$ cat src/rtl/fetch_stage_if.sv
// Instruction-cache request/response bus between the fetch stage and the icache.
interface fetch_stage_if;
  logic        iREN;
  logic [31:0] iaddr;
  logic        ihit;
  logic [31:0] iload;

  modport master (output iREN, output iaddr, input ihit, input iload);
  modport slave  (input iREN, input iaddr, output ihit, output iload);
endinterface

$ cat src/rtl/fetch_stage.sv
// IF stage and IF/ID pipeline register. Owns the PC, drives icache reads and
// keeps a one-entry hold buffer so a word returned while the pipe is blocked
// is never requested twice.
module fetch_stage #(
  parameter logic [31:0] PC_RESET  = 32'h0000_0000,
  parameter logic [31:0] NOP_INSTR = 32'h0000_0000
) (
  input  logic          CLK,
  input  logic          RST,
  input  logic          pc_en,
  input  logic          stall_ifid,
  input  logic          flush_ifid,
  input  logic          redirect_valid,
  input  logic [31:0]   redirect_pc,
  input  logic          halt,
  fetch_stage_if.master ibus,
  output logic          ifid_valid,
  output logic [31:0]   ifid_instr,
  output logic [31:0]   ifid_pc,
  output logic [31:0]   ifid_npc
);

  typedef enum logic [1:0] {FETCH, HOLD, HALTED} state_t;

  state_t      state;
  logic [31:0] pc;
  logic [31:0] hold_buf;
  logic        ren;

  logic        got_word;
  logic        avail;
  logic [31:0] word;
  logic [31:0] pc_plus4;

  assign ibus.iREN  = ren;
  assign ibus.iaddr = pc;

  // Decode what the current cycle can offer to ID: a fresh hit or the held word.
  always_comb begin
    got_word = (state == FETCH) && ibus.ihit;
    avail    = got_word || (state == HOLD);
    word     = (state == HOLD) ? hold_buf : ibus.iload;
    pc_plus4 = pc + 32'd4;
  end

  // PC, hold buffer, fetch FSM and IF/ID register, in hazard-priority order.
  always_ff @(posedge CLK) begin
    if (RST) begin
      pc         <= PC_RESET;
      state      <= FETCH;
      ren        <= 1'b1;
      hold_buf   <= 32'h0;
      ifid_valid <= 1'b0;
      ifid_instr <= NOP_INSTR;
      ifid_pc    <= 32'h0;
      ifid_npc   <= 32'h0;
    end else if (state != HALTED) begin
      if (redirect_valid) begin
        pc         <= redirect_pc & 32'hFFFF_FFFC;
        state      <= FETCH;
        ren        <= 1'b1;
        ifid_valid <= 1'b0;
        ifid_instr <= NOP_INSTR;
      end else if (halt) begin
        state      <= HALTED;
        ren        <= 1'b0;
        ifid_valid <= 1'b0;
        ifid_instr <= NOP_INSTR;
      end else if (flush_ifid || stall_ifid || !pc_en) begin
        if (flush_ifid) begin
          ifid_valid <= 1'b0;
          ifid_instr <= NOP_INSTR;
        end
        if (got_word) begin
          hold_buf <= ibus.iload;
          state    <= HOLD;
          ren      <= 1'b0;
        end
      end else if (avail) begin
        ifid_valid <= 1'b1;
        ifid_instr <= word;
        ifid_pc    <= pc;
        ifid_npc   <= pc_plus4;
        pc         <= pc_plus4;
        state      <= FETCH;
        ren        <= 1'b1;
      end else begin
        ifid_valid <= 1'b0;
        ifid_instr <= NOP_INSTR;
      end
    end
  end

endmodule

$ cat src/flat_wrapper.sv
// flat-port wrapper written by rule: the top's interface ports become plain ports
module fetch_stage_flat 
#(
  parameter logic [31:0] PC_RESET  = 32'h0000_0000,
  parameter logic [31:0] NOP_INSTR = 32'h0000_0000
)
  (CLK, RST, pc_en, stall_ifid, flush_ifid, redirect_valid, redirect_pc, halt, ifid_valid, ifid_instr, ifid_pc, ifid_npc, ibus_iREN, ibus_iaddr, ibus_ihit, ibus_iload);
  fetch_stage_if ibus_i ();
  input  logic CLK;
  input  logic RST;
  input  logic pc_en;
  input  logic stall_ifid;
  input  logic flush_ifid;
  input  logic redirect_valid;
  input  logic [31:0] redirect_pc;
  input  logic halt;
  output logic ifid_valid;
  output logic [31:0] ifid_instr;
  output logic [31:0] ifid_pc;
  output logic [31:0] ifid_npc;
  output wire logic [$bits(ibus_i.iREN)-1:0] ibus_iREN;
  output wire logic [$bits(ibus_i.iaddr)-1:0] ibus_iaddr;
  input wire logic [$bits(ibus_i.ihit)-1:0] ibus_ihit;
  input wire logic [$bits(ibus_i.iload)-1:0] ibus_iload;
  assign ibus_iREN = ibus_i.iREN;
  assign ibus_iaddr = ibus_i.iaddr;
  assign ibus_i.ihit = ibus_ihit;
  assign ibus_i.iload = ibus_iload;
  fetch_stage #(.PC_RESET(PC_RESET), .NOP_INSTR(NOP_INSTR)) u_core (.CLK(CLK), .RST(RST), .pc_en(pc_en), .stall_ifid(stall_ifid), .flush_ifid(flush_ifid), .redirect_valid(redirect_valid), .redirect_pc(redirect_pc), .halt(halt), .ibus(ibus_i), .ifid_valid(ifid_valid), .ifid_instr(ifid_instr), .ifid_pc(ifid_pc), .ifid_npc(ifid_npc));
endmodule
$ cat config.mk
export PLATFORM = sky130hd
export DESIGN_NAME = fetch_stage_flat
export DESIGN_NICKNAME = d
export VERILOG_FILES = /design/src/rtl/fetch_stage_if.sv /design/src/rtl/fetch_stage.sv /design/src/flat_wrapper.sv
export SDC_FILE = /design/constraint.sdc
export NUM_CORES = 1
export LEC_CHECK = 0
export BUFFER_PORTS_ARGS = -buffer_cell sky130_fd_sc_hd__clkbuf_2
export CAP_MARGIN = 10
export CELL_PAD_IN_SITES_DETAIL_PLACEMENT = 0
export CELL_PAD_IN_SITES_GLOBAL_PLACEMENT = 1
export CORE_ASPECT_RATIO = 0.5
export CORE_MARGIN = 1
export CORE_UTILIZATION = 41
export DETAILED_ROUTE_END_ITERATION = 10
export GPL_ROUTABILITY_DRIVEN = 0
export MAX_ROUTING_LAYER = met4
export PLACE_DENSITY = 0.82
export SETUP_SLACK_MARGIN = 0.2
export SYNTH_ARGS = -nofsm -noshare
export SYNTH_HDL_FRONTEND = slang
export SYNTH_SLANG_ARGS = --single-unit
$ cat constraint.sdc
create_clock -name CLK -period 5.4 [get_ports CLK]
set_input_delay 1.08 -clock CLK [delete_from_list [all_inputs] [get_ports CLK]]
set_output_delay 1.08 -clock CLK [all_outputs]
set_load 0.02 [all_outputs]
==> results of run 1 <==
worst max-delay path: stages:
cell and delay, ns:
clkbuf_2 0.08, buf_4 0.30, nor2_1 0.39, and3_2 0.97
buf_4 0.45, o21ai_0 0.14, a21oi_1 0.15
layer usage:
layer  part of all wire (%)  up-vias
met5                      0        -
met3                    5.7       17
met1                     46     3024
li1                       -     3224
met4                    1.0        0
met2                     48      148
cell families after synthesis:
group / Yosys count / share of synthesized area, %
simple gates: 307 / 20.3
compound gates: 198 / 16.2
flops: 158 / 44.8
buf+inv: 89 / 5.57
mux: 67 / 9.50
xor+xnor: 27 / 3.35
fa+ha+maj: 1 / 0.177
other cells: 1 / 0.0531
where the power goes:
part	internal, W	switching, W
clock network	0.000657	0.000491
logic	0.0000884	0.000143
registers	0.00119	0.0000396
total	0.00194	0.000674
through the flow:
| step | total power (W) | hold slack, ns | instance area (um2) |
|---|---|---|---|
| after floorplan | 0.00140 | 0.460 | 7080 |
| after global placement | 0.00149 | 0.443 | 8060 |
| after detailed placement | 0.00149 | 0.447 | 8060 |
| after CTS | 0.00264 | 0.455 | 8610 |
| after global routing | 0.00272 | 0.477 | 8620 |
| final | 0.00261 | 0.452 | 8620 |
sequential cells by signal, indices dropped and copies added (netlist names):
signal and cells:
u_core.ibus.iREN 1, u_core.ifid_instr 32, u_core.ibus.iaddr 30, u_core.ifid_valid 1
u_core.hold_buf 32, u_core.ifid_pc 30, u_core.state 2, u_core.ifid_npc 30
cells in the final DEF (no fill, tap or decap), types with 9 or more instances in the layout:
| cell type | count |
|---|---|
| clkbuf_2 | 192 |
| a21oi_1 | 108 |
| mux2i_1 | 67 |
| and3_1 | 13 |
| nand4_1 | 10 |
| a31oi_1 | 13 |
| dfxtp_1 | 158 |
| nor2_1 | 132 |
| inv_1 | 10 |
| nor3_1 | 11 |
| xnor2_1 | 10 |
| o21ai_0 | 37 |
| xor2_1 | 17 |
| clkbuf_16 | 17 |
| nand3_1 | 22 |
| nand2_1 | 82 |
| a211oi_1 | 9 |
worst paths after layout:
path	from	end	slack [ns]	depth (start not counted)
worst max register to register	u_core.state[1]	u_core.ifid_npc[24]	2.61	5
worst min register to register	u_core.ifid_pc[12]	u_core.ifid_pc[12]	0.45	2
worst min-delay path	u_core.ifid_pc[12]	u_core.ifid_pc[12]	0.45	2
worst max-delay path	redirect_valid	u_core.ifid_npc[24]	2.17	7
cell type report:
| cell class | count | share of cell area [%] |
|---|---|---|
| Clock buffer | 22 | 5.39 |
| Clock inverter | 10 | 1.03 |
| Inverter | 10 | 0.435 |
| Multi-Input combinational cell | 606 | 41.2 |
| Sequential cell | 158 | 36.7 |
| Tap cell | 227 | 3.30 |
| Timing Repair Buffer | 201 | 11.9 |
==> summary.txt, run 1 <==
Outcome: finished, final reports clean
CP required: 5.76 ns
Die Ht: 94.8 um
Slew Limit Headroom: 25.6%
P_leak: 3.72 nW
Clk slew on worst S/H paths: 0.07 ns
Routed len/inst: 15.6 um
Top cells by count, synth: 158 x dfxtp_1, 132 x nor2_1, 108 x a21oi_1
Gr ovfl total: 0
Multi-input logic area: 0.00355 mm2
Buffers added on ports: 193
Effective utilization at floorplan: 42.5%
Fin crit share: 59.9%
Ports: 202
Vias in the first global route: 5709
Clock sinks: 158
DIE AREA: 0.0178 mm2
Min Tclk post-route: 3.23 ns
Total track usage: 22.0%
Hold buffers post-CTS: 0
H-tree depth: 4
Hold Crit Class: reg -> reg
Setup ws final: 2.17 ns
Sequential element share of the synthesized area: 44.8%
Biggest area consumer among synthesized cells: dfxtp_1
Rows: 33
Final ANT Viol Nets: 0
TritonRoute pass-1 iters: 5
Filler-free cell count of the finished design: 1234
Crit Path Max Fanout: 61
Core area: 0.0166 mm2
Post-synth EDFFs: 0
Final setup TNS: 0 ns
Dpl cells: 1201
Initial antenna violation count: 0
Clock latency on the worst-skew pair: 0.43 ns
Place WS: 1.75 ns
Kind of critical path: in -> reg
Max Fclk: 309 MHz
Post-synth cell types: 53
Final wirelength: 19.2 mm
Final Hold Fails: 0
Post-Syn Area: 0.00706 mm2
Root buffer cell: clkbuf_16
Num CTS Buffers: 17
TritonCTS clock tree: built
Via count: 6413
CP startpoint kind: input pin
Max Buffers Root-to-Sink: 2
Worst-margin pin slew: 1.12 ns
Die width: 188 um
Cells after Synth: 848
Fin util: 51.9%
Vias per inst: 5.20
Setup violations, final: 0
Max-cap violations: 0
Fillers: 1645
Max-slew violation count: 0
Yosys top cell area share: 44.8%
Synth Area per Inst: 8.32 um2
Top_reg_cell synth: dfxtp_1
# resized after CTS: 0
Yosys reg bits: 158
Cell Pwr Density: 303 mW/mm2
Register Area: 0.00316 mm2
Largest net degree at the start of global routing: 79
Nets: 1067
Post-synth ARST share: 0%
Starting DRT DRC Count: 302
Worst endpoint data arrival time: 3.59 ns
Peak VDD IR: 0.232 mV
Met3 usage: 6.06%
RSZ-0062 raised after global routing: no
GR peak layer: met2
Share of cells above drive strength 1: 24.5%
M1 GR Usage: 26.9%
GR Util met2: 36.0%
CP Capture Type: register
DP HPWL: 12.4 mm
Synth top area cells: dfxtp_1 45%, mux2i_1 9.5%, a21oi_1 7.7%, nor2_1 7.0%, nand2_1 4.4%
Yosys warning total: 0
Postcts setup bufs: 0
First-pass GRT wire length: 29.9 mm
Clk_skew: 0.0101 ns
Layout area overhead: 22.1%
Count leader, synth: dfxtp_1
Remaining DRCs: 0
Ant. Diodes: 0
Power figures use the tool's default switching activity.
==> run 2, diff against run 1 <==
--- a/config.mk
+++ b/config.mk
@@ -11,11 +11,11 @@
 export CELL_PAD_IN_SITES_GLOBAL_PLACEMENT = 1
 export CORE_ASPECT_RATIO = 0.5
 export CORE_MARGIN = 1
-export CORE_UTILIZATION = 41
+export CORE_UTILIZATION = 38
 export DETAILED_ROUTE_END_ITERATION = 10
 export GPL_ROUTABILITY_DRIVEN = 0
 export MAX_ROUTING_LAYER = met4
-export PLACE_DENSITY = 0.82
+export PLACE_DENSITY = 0.77
 export SETUP_SLACK_MARGIN = 0.2
 export SYNTH_ARGS = -nofsm -noshare
 export SYNTH_HDL_FRONTEND = slang
==> constraint.sdc (replaced) <==
create_clock -name CLK -period 3.1 [get_ports CLK]
set_input_delay 0.62 -clock CLK [delete_from_list [all_inputs] [get_ports CLK]]
set_output_delay 0.62 -clock CLK [all_outputs]
set_load 0.02 [all_outputs]
==> summary.txt, run 2 (synthesis gave the netlist of run 1 again) <==
TritonCTS clock tree: built
Core area: 0.0178 mm2 (+7.1%)
Total track usage: 21.5% (-0.56 points)
P_leak: 3.75 nW (+0.91%)
Final wirelength: 19.7 mm (+2.7%)
Ant. Diodes: 0 (unchanged)
Remaining DRCs: 0 (unchanged)
DIE AREA: 0.0192 mm2 (+7.8%)
Setup violations, final: 0 (unchanged)
Final Hold Fails: 0 (unchanged)
Highest routed layer: met4
# resized after CTS: 0 (unchanged)
DR WL met3: 845 um (-23%)
Effective utilization at floorplan: 39.7% (-2.8 points)
Endpoint, Worst Hold: u_core.ifid_pc[5]
Ports: 202 (unchanged)
Min Tclk post-route: 2.38 ns
Hold buffers post-CTS: 0 (unchanged)
Cell Pwr Density: 513 mW/mm2 (+69%)
R2R Path End: u_core.ibus.iaddr[24]
Final setup TNS: 0 ns (unchanged)
Num CTS Buffers: 17 (unchanged)
Postcts setup bufs: 0 (unchanged)
Hold Crit Class: reg -> reg
CP Capture Type: register
R2r worst-path depth: 6 (+1)
Met1 wire length: 9.43 mm (+7.4%)
First-pass GRT wire length: 31.8 mm (+6.2%)
Crit Path Max Fanout: 9 (-85%)
Worst-margin pin slew: 0.725 ns (-0.391 ns)
Max Buffers Root-to-Sink: 2 (unchanged)
Die width: 195 um (+3.8%)
CP required: 3.44 ns (-2.32 ns)
Largest net degree at the start of global routing: 60 (-24%)
H-tree depth: 4 (unchanged)
Max incr delay on CP: 0.52 ns (-0.45 ns)
Most frequent cells in the layout: 192 x clkbuf_2, 158 x dfxtp_1, 132 x nor2_1
Clk_skew: 0.0126 ns (+0.00252 ns)
Starting DRT DRC Count: 233 (-23%)
TritonRoute pass-1 iters: 4 (-1)
Max Fclk: 421 MHz
Kind of critical path: reg -> reg
Max-cap violations: 0 (unchanged)
Routed len/inst: 15.8 um (+1.4%)
Initial antenna violation count: 0 (unchanged)
Vias per inst: 5.21 (+0.21%)
Gr ovfl total: 0 (unchanged)
Crit path cell chain: ha_1 > nand3_1 > nor2_2 > nand4_1 > or3_1 > a31oi_1
Die Ht: 98.4 um (+3.8%)
Nets: 1077 (+0.94%)
Worst endpoint data arrival time: 2.71 ns (-0.88 ns)
RSZ-0062 raised after global routing: no
Top flop regs: u_core.hold_buf x32, u_core.ifid_instr x32
DP HPWL: 13.3 mm (+6.8%)
Reg-to-reg critical path startpoint: u_core.ibus.iaddr[2]
Outcome: finished, final reports clean
Clock latency on the worst-skew pair: 0.42 ns (about the same)
Final ANT Viol Nets: 0 (unchanged)
Design area: 0.00868 mm2 (+0.71%)
Fillers: 1770 (+7.6%)
Fin crit share: 76.6%
Worst path slowest cell: dfxtp_1
Area after DPL: 0.00816 mm2 (+1.3%)
Most common cell after layout, fill and taps aside: clkbuf_2
Vias in the first global route: 6047 (+5.9%)
Clk slew on worst S/H paths: 0.06 ns (about the same)
Max-slew violation count: 0 (unchanged)
Share of cells above drive strength 1: 25.2% (+0.67 points)
Slew Limit Headroom: 51.7% (+26 points)
Rows: 34 (+3.0%)
Clock sinks: 158 (unchanged)
Hold Path Stages: 2 (unchanged)
Peak VDD IR: 0.404 mV (+74%)
Buffers added on ports: 193 (unchanged)
Hold slack: 0.452 ns (+0.0000980 ns)
Origin of the worst min-delay path: u_core.ifid_pc[5]
Via count: 6510 (+1.5%)
Reg2reg setup slack: 0.72 ns (-1.89 ns)
Layout area overhead: 23.0%
Root buffer cell: clkbuf_16
Wire length on met2: 9.23 mm (+1.1%)
CP startpoint kind: register
-- run 2: worst max-delay path, delay by kind of cell, from the launching register on --
family | cells | cell delay, ns
compound gates | 1 | 0.17
simple gates | 4 | 1.30
fa+ha+maj | 1 | 0.31
flops | 1 | 0.52
-- run 2: routing by layer --
metal | global-route usage [%] | vias to the layer above
met1 | 27.3 | 3105
met4 | 6.84 | 0
met3 | 4.32 | 18
li1 | - | 3242
met2 | 34.3 | 145
met5 | - | -
-- run 2: area by class of cell --
type	count	area, um2	area share (%)
multi-input combinational	606	3550	40.9
clock inverter	10	67.6	0.778
sequential	158	3160	36.4
tap	234	293	3.37
timing repair buffer	211	1120	12.9
inverter	10	37.5	0.432
clock buffer	21	450	5.19
-- run 2: power by group --
| part | internal [W] | leakage [nW] | total, W | switching, W |
|---|---|---|---|---|
| sequential | 0.00208 | 1.28 | 0.00215 | 0.0000704 |
| clock | 0.00104 | 0.245 | 0.00189 | 0.000852 |
| combinational | 0.000160 | 2.23 | 0.000413 | 0.000254 |
-- run 2: worst max path at each step --
stage | startpoint | to | slack [ns] | cells after the start
global placement | ibus_ihit | u_core.ibus.iaddr[17] | 0.68 | 7
finish | u_core.ibus.iaddr[2] | u_core.ibus.iaddr[24] | 0.72 | 6
global route | u_core.ibus.iaddr[2] | u_core.ibus.iaddr[26] | 0.52 | 6
detailed placement | stall_ifid | u_core.ibus.iaddr[2] | 0.63 | 7
floorplan | u_core.ibus.iaddr[19] | u_core.ibus.iaddr[26] | 1.09 | 6
CTS | u_core.ibus.iaddr[2] | u_core.ibus.iaddr[26] | 0.77 | 6
-- run 2: stage by stage --
stage / total power [W] / util [%] / worst slack [ns] / instances
after global placement: 0.00260 / 45.9 / 0.677 / 1219
after CTS: 0.00451 / 48.8 / 0.768 / 1250
after detailed placement: 0.00261 / 45.9 / 0.627 / 1219
final: 0.00445 / 48.8 / 0.725 / 1250
after global routing: 0.00464 / 48.8 / 0.519 / 1250
after floorplan: 0.00245 / - / 1.09 / 853
